### src/rtl/fetch_stage.sv
// fetch_stage: RV32I IF stage. Owns the PC, issues word fetches with a credit
// limit, buffers responses in a small queue and drives the IF/ID register.
module fetch_stage #(
  parameter logic [31:0] RESET_PC = 32'h0000_0000,
  parameter int unsigned FQ_DEPTH = 2
) (
  input  logic        clk,
  input  logic        rst,
  output logic        imem_req_valid,
  input  logic        imem_req_ready,
  output logic [31:0] imem_req_addr,
  input  logic        imem_rsp_valid,
  input  logic [31:0] imem_rsp_data,
  input  logic        redirect_valid,
  input  logic [31:0] redirect_pc,
  input  logic        stall,
  input  logic        flush,
  output logic [31:0] id_pc,
  output logic [31:0] id_instr,
  output logic        id_valid
);

  localparam int unsigned PTR_W = $clog2(FQ_DEPTH);
  localparam int unsigned CNT_W = PTR_W + 1;
  localparam logic [31:0] NOP_INSTR = 32'h0000_0013;
  localparam logic [CNT_W:0] CREDIT = (CNT_W + 1)'(FQ_DEPTH);

  logic [31:0]      fetch_pc;

  logic [31:0]      q_pc    [FQ_DEPTH];
  logic [31:0]      q_instr [FQ_DEPTH];
  logic [PTR_W-1:0] q_rd;
  logic [PTR_W-1:0] q_wr;
  logic [CNT_W-1:0] q_cnt;

  logic [31:0]      pf_pc [FQ_DEPTH];
  logic [PTR_W-1:0] pf_rd;
  logic [PTR_W-1:0] pf_wr;
  logic [CNT_W-1:0] outstanding;
  logic [CNT_W-1:0] drop_cnt;

  logic [CNT_W:0]   credit_used;
  logic             req_fire;
  logic             rsp_drop;
  logic             q_push;
  logic             q_pop;
  logic [31:0]      redirect_target;

  assign credit_used     = {1'b0, outstanding} + {1'b0, q_cnt};
  assign imem_req_valid  = !rst && !redirect_valid && (credit_used < CREDIT);
  assign imem_req_addr   = fetch_pc;
  assign req_fire        = imem_req_valid && imem_req_ready;
  assign rsp_drop        = imem_rsp_valid && (drop_cnt != '0);
  assign q_push          = imem_rsp_valid && !rsp_drop && !redirect_valid;
  assign q_pop           = !redirect_valid && !flush && !stall && (q_cnt != '0);
  assign redirect_target = redirect_pc & 32'hFFFF_FFFC;

  // PC, outstanding-request FIFO pointers and drop accounting
  always_ff @(posedge clk or posedge rst) begin
    if (rst) begin
      fetch_pc    <= RESET_PC;
      pf_rd       <= '0;
      pf_wr       <= '0;
      outstanding <= '0;
      drop_cnt    <= '0;
    end else begin
      if (redirect_valid) begin
        fetch_pc <= redirect_target;
      end else if (req_fire) begin
        fetch_pc <= fetch_pc + 32'd4;
      end
      if (req_fire) begin
        pf_wr <= pf_wr + PTR_W'(1);
      end
      if (imem_rsp_valid) begin
        pf_rd <= pf_rd + PTR_W'(1);
      end
      outstanding <= outstanding + CNT_W'(req_fire) - CNT_W'(imem_rsp_valid);
      // Every request still in flight at a redirect is stale, including ones
      // already marked by an earlier redirect, so the new drop count is simply
      // what remains outstanding after this cycle's response.
      if (redirect_valid) begin
        drop_cnt <= outstanding - CNT_W'(imem_rsp_valid);
      end else if (rsp_drop) begin
        drop_cnt <= drop_cnt - CNT_W'(1);
      end
    end
  end

  // PC FIFO storage for outstanding requests
  always_ff @(posedge clk) begin
    if (req_fire) begin
      pf_pc[pf_wr] <= fetch_pc;
    end
  end

  // Fetch queue pointers and occupancy
  always_ff @(posedge clk or posedge rst) begin
    if (rst) begin
      q_rd  <= '0;
      q_wr  <= '0;
      q_cnt <= '0;
    end else if (redirect_valid) begin
      q_rd  <= '0;
      q_wr  <= '0;
      q_cnt <= '0;
    end else begin
      if (q_push) begin
        q_wr <= q_wr + PTR_W'(1);
      end
      if (q_pop) begin
        q_rd <= q_rd + PTR_W'(1);
      end
      q_cnt <= q_cnt + CNT_W'(q_push) - CNT_W'(q_pop);
    end
  end

  // Fetch queue storage
  always_ff @(posedge clk) begin
    if (q_push) begin
      q_pc[q_wr]    <= pf_pc[pf_rd];
      q_instr[q_wr] <= imem_rsp_data;
    end
  end

  // IF/ID pipeline register
  always_ff @(posedge clk or posedge rst) begin
    if (rst) begin
      id_pc    <= '0;
      id_instr <= NOP_INSTR;
      id_valid <= 1'b0;
    end else if (redirect_valid || flush) begin
      id_valid <= 1'b0;
    end else if (!stall) begin
      if (q_cnt != '0) begin
        id_pc    <= q_pc[q_rd];
        id_instr <= q_instr[q_rd];
        id_valid <= 1'b1;
      end else begin
        id_valid <= 1'b0;
      end
    end
  end

endmodule

### config.mk
export PLATFORM = sky130hd
export DESIGN_NAME = fetch_stage
export DESIGN_NICKNAME = d
export VERILOG_FILES = /design/src/rtl/fetch_stage.sv
export SDC_FILE = /design/constraint.sdc
export NUM_CORES = 1
export LEC_CHECK = 0
export BUFFER_PORTS_ARGS = -buffer_cell sky130_fd_sc_hd__buf_2
export CAP_MARGIN = 30
export CORE_AREA = 10 10 145 147
export CTS_BUF_LIST = sky130_fd_sc_hd__clkbuf_4 sky130_fd_sc_hd__clkbuf_8
export CTS_CLUSTER_SIZE = 12
export DETAILED_ROUTE_END_ITERATION = 6
export DIE_AREA = 0 0 155 157
export PLACE_DENSITY_LB_ADDON = 0.1
export SLEW_MARGIN = 10
export SYNTH_ARGS = -nofsm -noshare
export SYNTH_HDL_FRONTEND = slang
export SYNTH_SLANG_ARGS = --single-unit
### constraint.sdc
create_clock -name clk -period 9.7 [get_ports clk]
set_clock_uncertainty 0.1 [all_clocks]
set_input_delay 0.485 -clock clk [delete_from_list [all_inputs] [get_ports clk]]
set_output_delay 0.485 -clock clk [all_outputs]
set_load 0.05 [all_outputs]
==> out/results.ini, run 1 <==
[outcome]
outcome=complete, no violations

[detailed_routing]
num_vias=6838
ant_nets=0
drc=0
vias_per_cell=5.61
routedWlPerCell_um=18.6
first_iter_violations=399
drt_wl_total_mm=22.6
first_pass_iters=4

[clocking]
cts_buffers=44
clkLatencyLatePin_ps=540
cts-resized-gates=0
cts-root-buf=clkbuf_8
clkTransAtPathRegs_ps=60
htree_levels=2
cts.sinks=287
clk_path_buf_depth=3
cts_tree=done

[logic_synthesis]
yosysUniqueCellTypes=49
synth_ff_type=edfxtp_1
netlist_area_sq_um=11200
ys_seq_area_frac=0.725
ys_seq_elements=287
synth_edf_count=184
async_flop_share=0.359
avgSynthCellArea_sq_um=14.6
yosys_warnings=0
synthCells=765

[setup_path]
cp_slowest_cell=clkinv_1
cp_data_arrival_time_ps=4130
start_kind=flop
cp_cell_sequence=and2_1 > fa_1 > nor4_4 > and2_2 > clkinv_1 > ha_1 > inv_1 > ha_1 > xnor2_1 > xnor2_1
endpoint_kind=flop
setup.worst_path.class=reg -> reg
cp_max_fo=20
max_stage_delay_ps=620
required_ps=10060

[die]
rows=50
coreArea_sq_um=18300
dieHeight_um=157
num_io_pins=169
dieArea_sq_um=24300
die_x_um=155
start_util=0.610

[min_path]
hp-class=in -> reg

[sta]
finalSetupTns_ps=0
relSlewSlack=0.416
hold_viol_final=0
hold_ws_ps=47.3
min_period_over_period=0.390
tightest_slew_ps=875
min_period_ps=3780
worst_slack_ps=5920
finalMaxSlewViolations=0
setup_viol=0
rsz0062_at_grt=false
max_freq_mhz=265

[power]
switchingPower_mw=1.41
power.density_nw_per_um2=291
seqPwrFrac=0.437
p_sw_frac=0.366
leakagePower_nw=5.20
total_power_mw=3.85
ir_drop_uv=197
internal_power_mw=2.44
clkPwrFrac=0.270
comb_power_share=0.294

[cells_and_area]
fin_nets=1030
antenna_cells=0
final_util=0.722
drive_above_1_share=0.302
area_growth_pct=18.4

[placement]
portBuffers=162
place_worst_setup_slack_ps=5960
gp_congestion=0.869
dpl.hpwl_mm=14.6

[grt]
track_usage=0.185
antenna_found_initial=0
grt_pass1_wl_mm=36.4
grt-ovfl-total=0
grt_pass1_vias=7141
grt_max_degree=115

[run]
cap_violations=0

[worst max-delay path, delay by kind of cell, from the launching register on]
kind / cells / cell delay, ps
and+or+nand+nor: 3 / 1090
adders and majority gates: 3 / 1170
DFF: 1 / 390
buffers and inverters: 2 / 660
xor gates and xnor gates: 2 / 310
[registers in the layout, indices dropped and copies added (netlist names), 2 cells and up]
signal         count
outstanding        2
q_cnt              2
q_instr           64
q_pc              60
id_instr          32
pf_pc             60
imem_req_addr     30
id_pc             30
drop_cnt           2
[stage by stage]
step	instance area, sq um	instances
after floorplan	11200	768
after global placement	12200	1135
after detailed placement	12200	1136
after CTS	13200	1216
after global routing	13200	1218
final	13200	1218
[power groups by stage]
stage,clock network [mW],registers [mW],logic (mW)
floorplan,0,2.20,0.332
global placement,0,1.69,1.11
detailed placement,0,1.71,1.14
CTS,1.06,1.68,1.14
global route,1.12,1.71,1.21
finish,1.04,1.68,1.13
[cell type report]
| class | instances | area [sq um] |
|---|---|---|
| Tap cell | 234 | 293 |
| Clock buffer | 64 | 787 |
| Multi-Input combinational cell | 432 | 2890 |
| Timing Repair Buffer | 174 | 963 |
| Clock inverter | 15 | 145 |
| Fill cell | 1194 | 5100 |
| Inverter | 12 | 47.5 |
| Sequential cell | 287 | 8110 |
[repair_timing]
| action | in CTS | in global routing |
|---|---|---|
| endpoints found under the hold margin | 38 | 0 |
| hold buffers | 1 | 0 |
| buffers inserted | 0 | 0 |
[worst paths after layout]
path                                   startpoint  slack (ps)  cells past startpoint        endpoint
worst max-delay path               outstanding[0]        5920                     10  outstanding[1]
worst min-delay path            imem_rsp_data[28]          50                      1  q_instr[1][28]
worst max register to register     outstanding[0]        5920                     10  outstanding[1]
worst min register to register              pf_rd         370                      1           pf_rd
max in group asynchronous                     rst        8020                      5     id_instr[0]
min in group asynchronous                     rst         450                      3  outstanding[0]
[cells in the final DEF, fill, tap and decap left out, types with 8 or more instances in the layout]
cell type | Yosys | layout
a21oi_1 | 66 | 66
buf_2 | 7 | 162
buf_4 | 4 | 8
clkbuf_4 | 0 | 15
clkbuf_8 | 0 | 49
clkinv_2 | 0 | 8
dfrtp_1 | 100 | 99
edfxtp_1 | 184 | 184
inv_1 | 11 | 10
mux2_2 | 30 | 30
mux2i_1 | 65 | 65
nand2_1 | 40 | 40
nand3_1 | 17 | 17
nor2_1 | 88 | 84
nor2b_1 | 11 | 11
o21ai_0 | 21 | 21
o311ai_0 | 9 | 9
[cell families (layout without fill, tap and decap cells)]
family,Yosys count,in the layout,share of synthesized area
flops,287,287,0.725
simple gates,193,193,0.0839
compound gates,121,121,0.0639
mux,95,95,0.0884
buf+inv,49,265,0.0199
xor+xnor,11,11,0.00862
fa+ha+maj,8,8,0.00963
other cells,1,4,0.000335
[routing by layer]
layer | up-vias | routed length [um] | GRT usage
met1 | 3342 | 9840 | 0.244
met5 | - | 0 | 0
met2 | 263 | 10400 | 0.284
met3 | 37 | 1940 | 0.0630
li1 | 3196 | - | -
met4 | 0 | 446 | 0.0612
[synth_stat cells, types with 3 or more instances]
cell	n	area [sq um]
dfstp_2	3	78.8
clkbuf_1	19	71.3
nand4_1	7	43.8
nand2b_1	4	25.0
ha_1	7	87.6
nor2_1	88	330
a21oi_1	66	330
buf_1	5	18.8
edfxtp_1	184	5530
nand4_2	3	37.5
xor2_1	4	35.0
buf_2	7	35.0
nor2b_1	11	68.8
dfrtp_1	100	2500
mux2i_1	65	651
nand3_1	17	85.1
mux2_2	30	338
o211ai_1	7	52.6
o21ai_0	21	105
inv_1	11	41.3
nor4_4	3	63.8
nand2_1	40	150
o311ai_0	9	78.8
buf_4	4	30.0
xnor2_1	7	61.3
or3_1	4	25.0
and3_1	4	25.0
a22oi_1	7	52.6
Note: power is estimated with default switching activity, not from simulation.
==> inputs of run 2 (changes only) <==
- CORE_AREA: 10 10 145 147 -> 10 10 157 159
- DIE_AREA: 0 0 155 157 -> 0 0 167 169
- clock period: 9.7 -> 3.4 ns (I/O delays scaled with it)
==> run 2 against run 1 <==
  * Combinational power rose to 2.9 times the previous value
  * Flip-flop and latch count did not move
  * Via count rose by 3.3%
  * Design area rose by 5.5%
  * Highest routed layer unchanged
==> out/results.ini, run 2 (synthesis gave the netlist of run 1 again) <==
[outcome]
outcome=complete, no violations

[grt]
grt_pass1_vias=7600
grt_max_degree=127
track_usage=0.168
grt_pass1_wl_mm=38.9
antenna_found_initial=0
grt-ovfl-total=0

[setup_path]
r2r_end=imem_req_addr[10]
crit_start=outstanding[0]
endpoint_kind=flop
start_kind=flop
r2r_setup_slack_ps=500
required_ps=3740
reg2reg_from=outstanding[0]
cp_data_arrival_time_ps=3240
cp_max_fo=19
endpoint=imem_req_addr[10]
setup.worst_path.class=reg -> reg
reg2reg_depth=8

[cells_and_area]
top_register=q_instr
area_growth_pct=24.9
reg_top3=q_instr x64, pf_pc x60, q_pc x60
largest_register_ffs=64
antenna_cells=0
fin_nets=1100
drive_above_1_share=0.286
final_common_cell=edfxtp_1
most-common-layout-cells=edfxtp_1 (184), buf_2 (162), dfrtp_1 (99), nor2_1 (84), dlygate4sd3_1 (68)

[detailed_routing]
num_vias=7063
routedWlPerCell_um=18.1
drt_wl_total_mm=24.1
first_pass_iters=7
ant_nets=0
vias_per_cell=5.29
drc=0
first_iter_violations=412

[power]
p_sw_frac=0.364
total_power_mw=11.0
power.density_nw_per_um2=789
seqPwrFrac=0.436
internal_power_mw=7.01
comb_power_share=0.299
clkPwrFrac=0.265
ir_drop_uv=307
leakagePower_nw=5.48
switchingPower_mw=4.01

[clocking]
cts.sinks=287
clkLatencyLatePin_ps=530
cts_tree=done
htree_levels=2
clkTransAtPathRegs_ps=60
post_cts_buffers=0
clk_path_buf_depth=3
cts_buffers=45
cts-root-buf=clkbuf_8

[sta]
finalMaxSlewViolations=0
rsz0062_at_grt=false
min_period_over_period=0.853
setup_viol=0
max_freq_mhz=345
min_period_ps=2900
worst_slack_ps=499
tightest_slew_ps=914
relSlewSlack=0.389
hold_ws_ps=118
hold_viol_final=0

[die]
die_x_um=167
dieHeight_um=169
num_io_pins=169
dieArea_sq_um=28200
start_util=0.519
coreArea_sq_um=21600
rows=54

[placement]
dpl.hpwl_mm=15.3
place_worst_setup_slack_ps=544
portBuffers=162
gp_congestion=0.896

[run]
cap_violations=0

[min_path]
hp-class=in -> reg

## run 2: how the worst min path moves through the flow
stage                     slack (ps)                to  cells after the start         startpoint
after floorplan                  160             pf_rd                      1     imem_rsp_valid
after global placement           260     q_instr[1][2]                      1   imem_rsp_data[2]
after detailed placement         270    q_instr[1][29]                      1  imem_rsp_data[29]
after CTS                         70  imem_req_addr[9]                      4     redirect_valid
after global routing             140  imem_req_addr[9]                      4     redirect_valid
final                            120  imem_req_addr[9]                      4     redirect_valid
## run 2: cell type report
class	instances	area, sq um
Fill cell	1601	7590
Clock buffer	75	882
Clock inverter	7	57.6
Sequential cell	287	8110
Timing Repair Buffer	243	1630
Multi-Input combinational cell	432	2890
Tap cell	280	350
Inverter	12	47.5
## run 2: stage by stage
| stage | TNS, ps | std cells | instance area [sq um] | utilization |
|---|---|---|---|---|
| 2_1_floorplan | -88030 | 768 | 11200 | - |
| 5_1_grt | 0 | 1336 | 14000 | 0.648 |
| 3_5_place_dp | 0 | 1186 | 12300 | 0.573 |
| 4_1_cts | 0 | 1336 | 14000 | 0.648 |
| 6_report | 0 | 1336 | 14000 | 0.648 |
| 3_3_place_gp | 0 | 1186 | 12300 | 0.573 |
## run 2: repair_timing
action / in CTS / in global routing
endpoints found under the hold margin: 159 / 0
gates resized for setup: 0 / 0
hold buffers: 68 / 0
## run 2: critical path, cell delays in order, from the launching register on
cell	delay [ps]
dfrtp_1	400
and2_1	170
fa_1	540
nor4_4	80
and2_2	200
buf_4	210
nor2_1	720
o21ai_0	230
o211ai_1	150
## run 2: power by group through the flow
stage                     registers [mW]  clock network (mW)  logic, mW
after CTS                           4.81                3.00       3.34
after global placement              4.83                   0       3.21
after global routing                4.88                3.18       3.52
after floorplan                     6.29                   0      0.950
after detailed placement            4.87                   0       3.27
final                               4.80                2.92       3.29
## run 2: layer usage
metal / share of wire / up-vias / GRT usage
met2: 0.47 / 270 / 0.269
met1: 0.43 / 3400 / 0.210
met5: 0 / - / 0
met3: 0.082 / 47 / 0.0563
met4: 0.019 / 0 / 0.0565
li1: - / 3346 / -
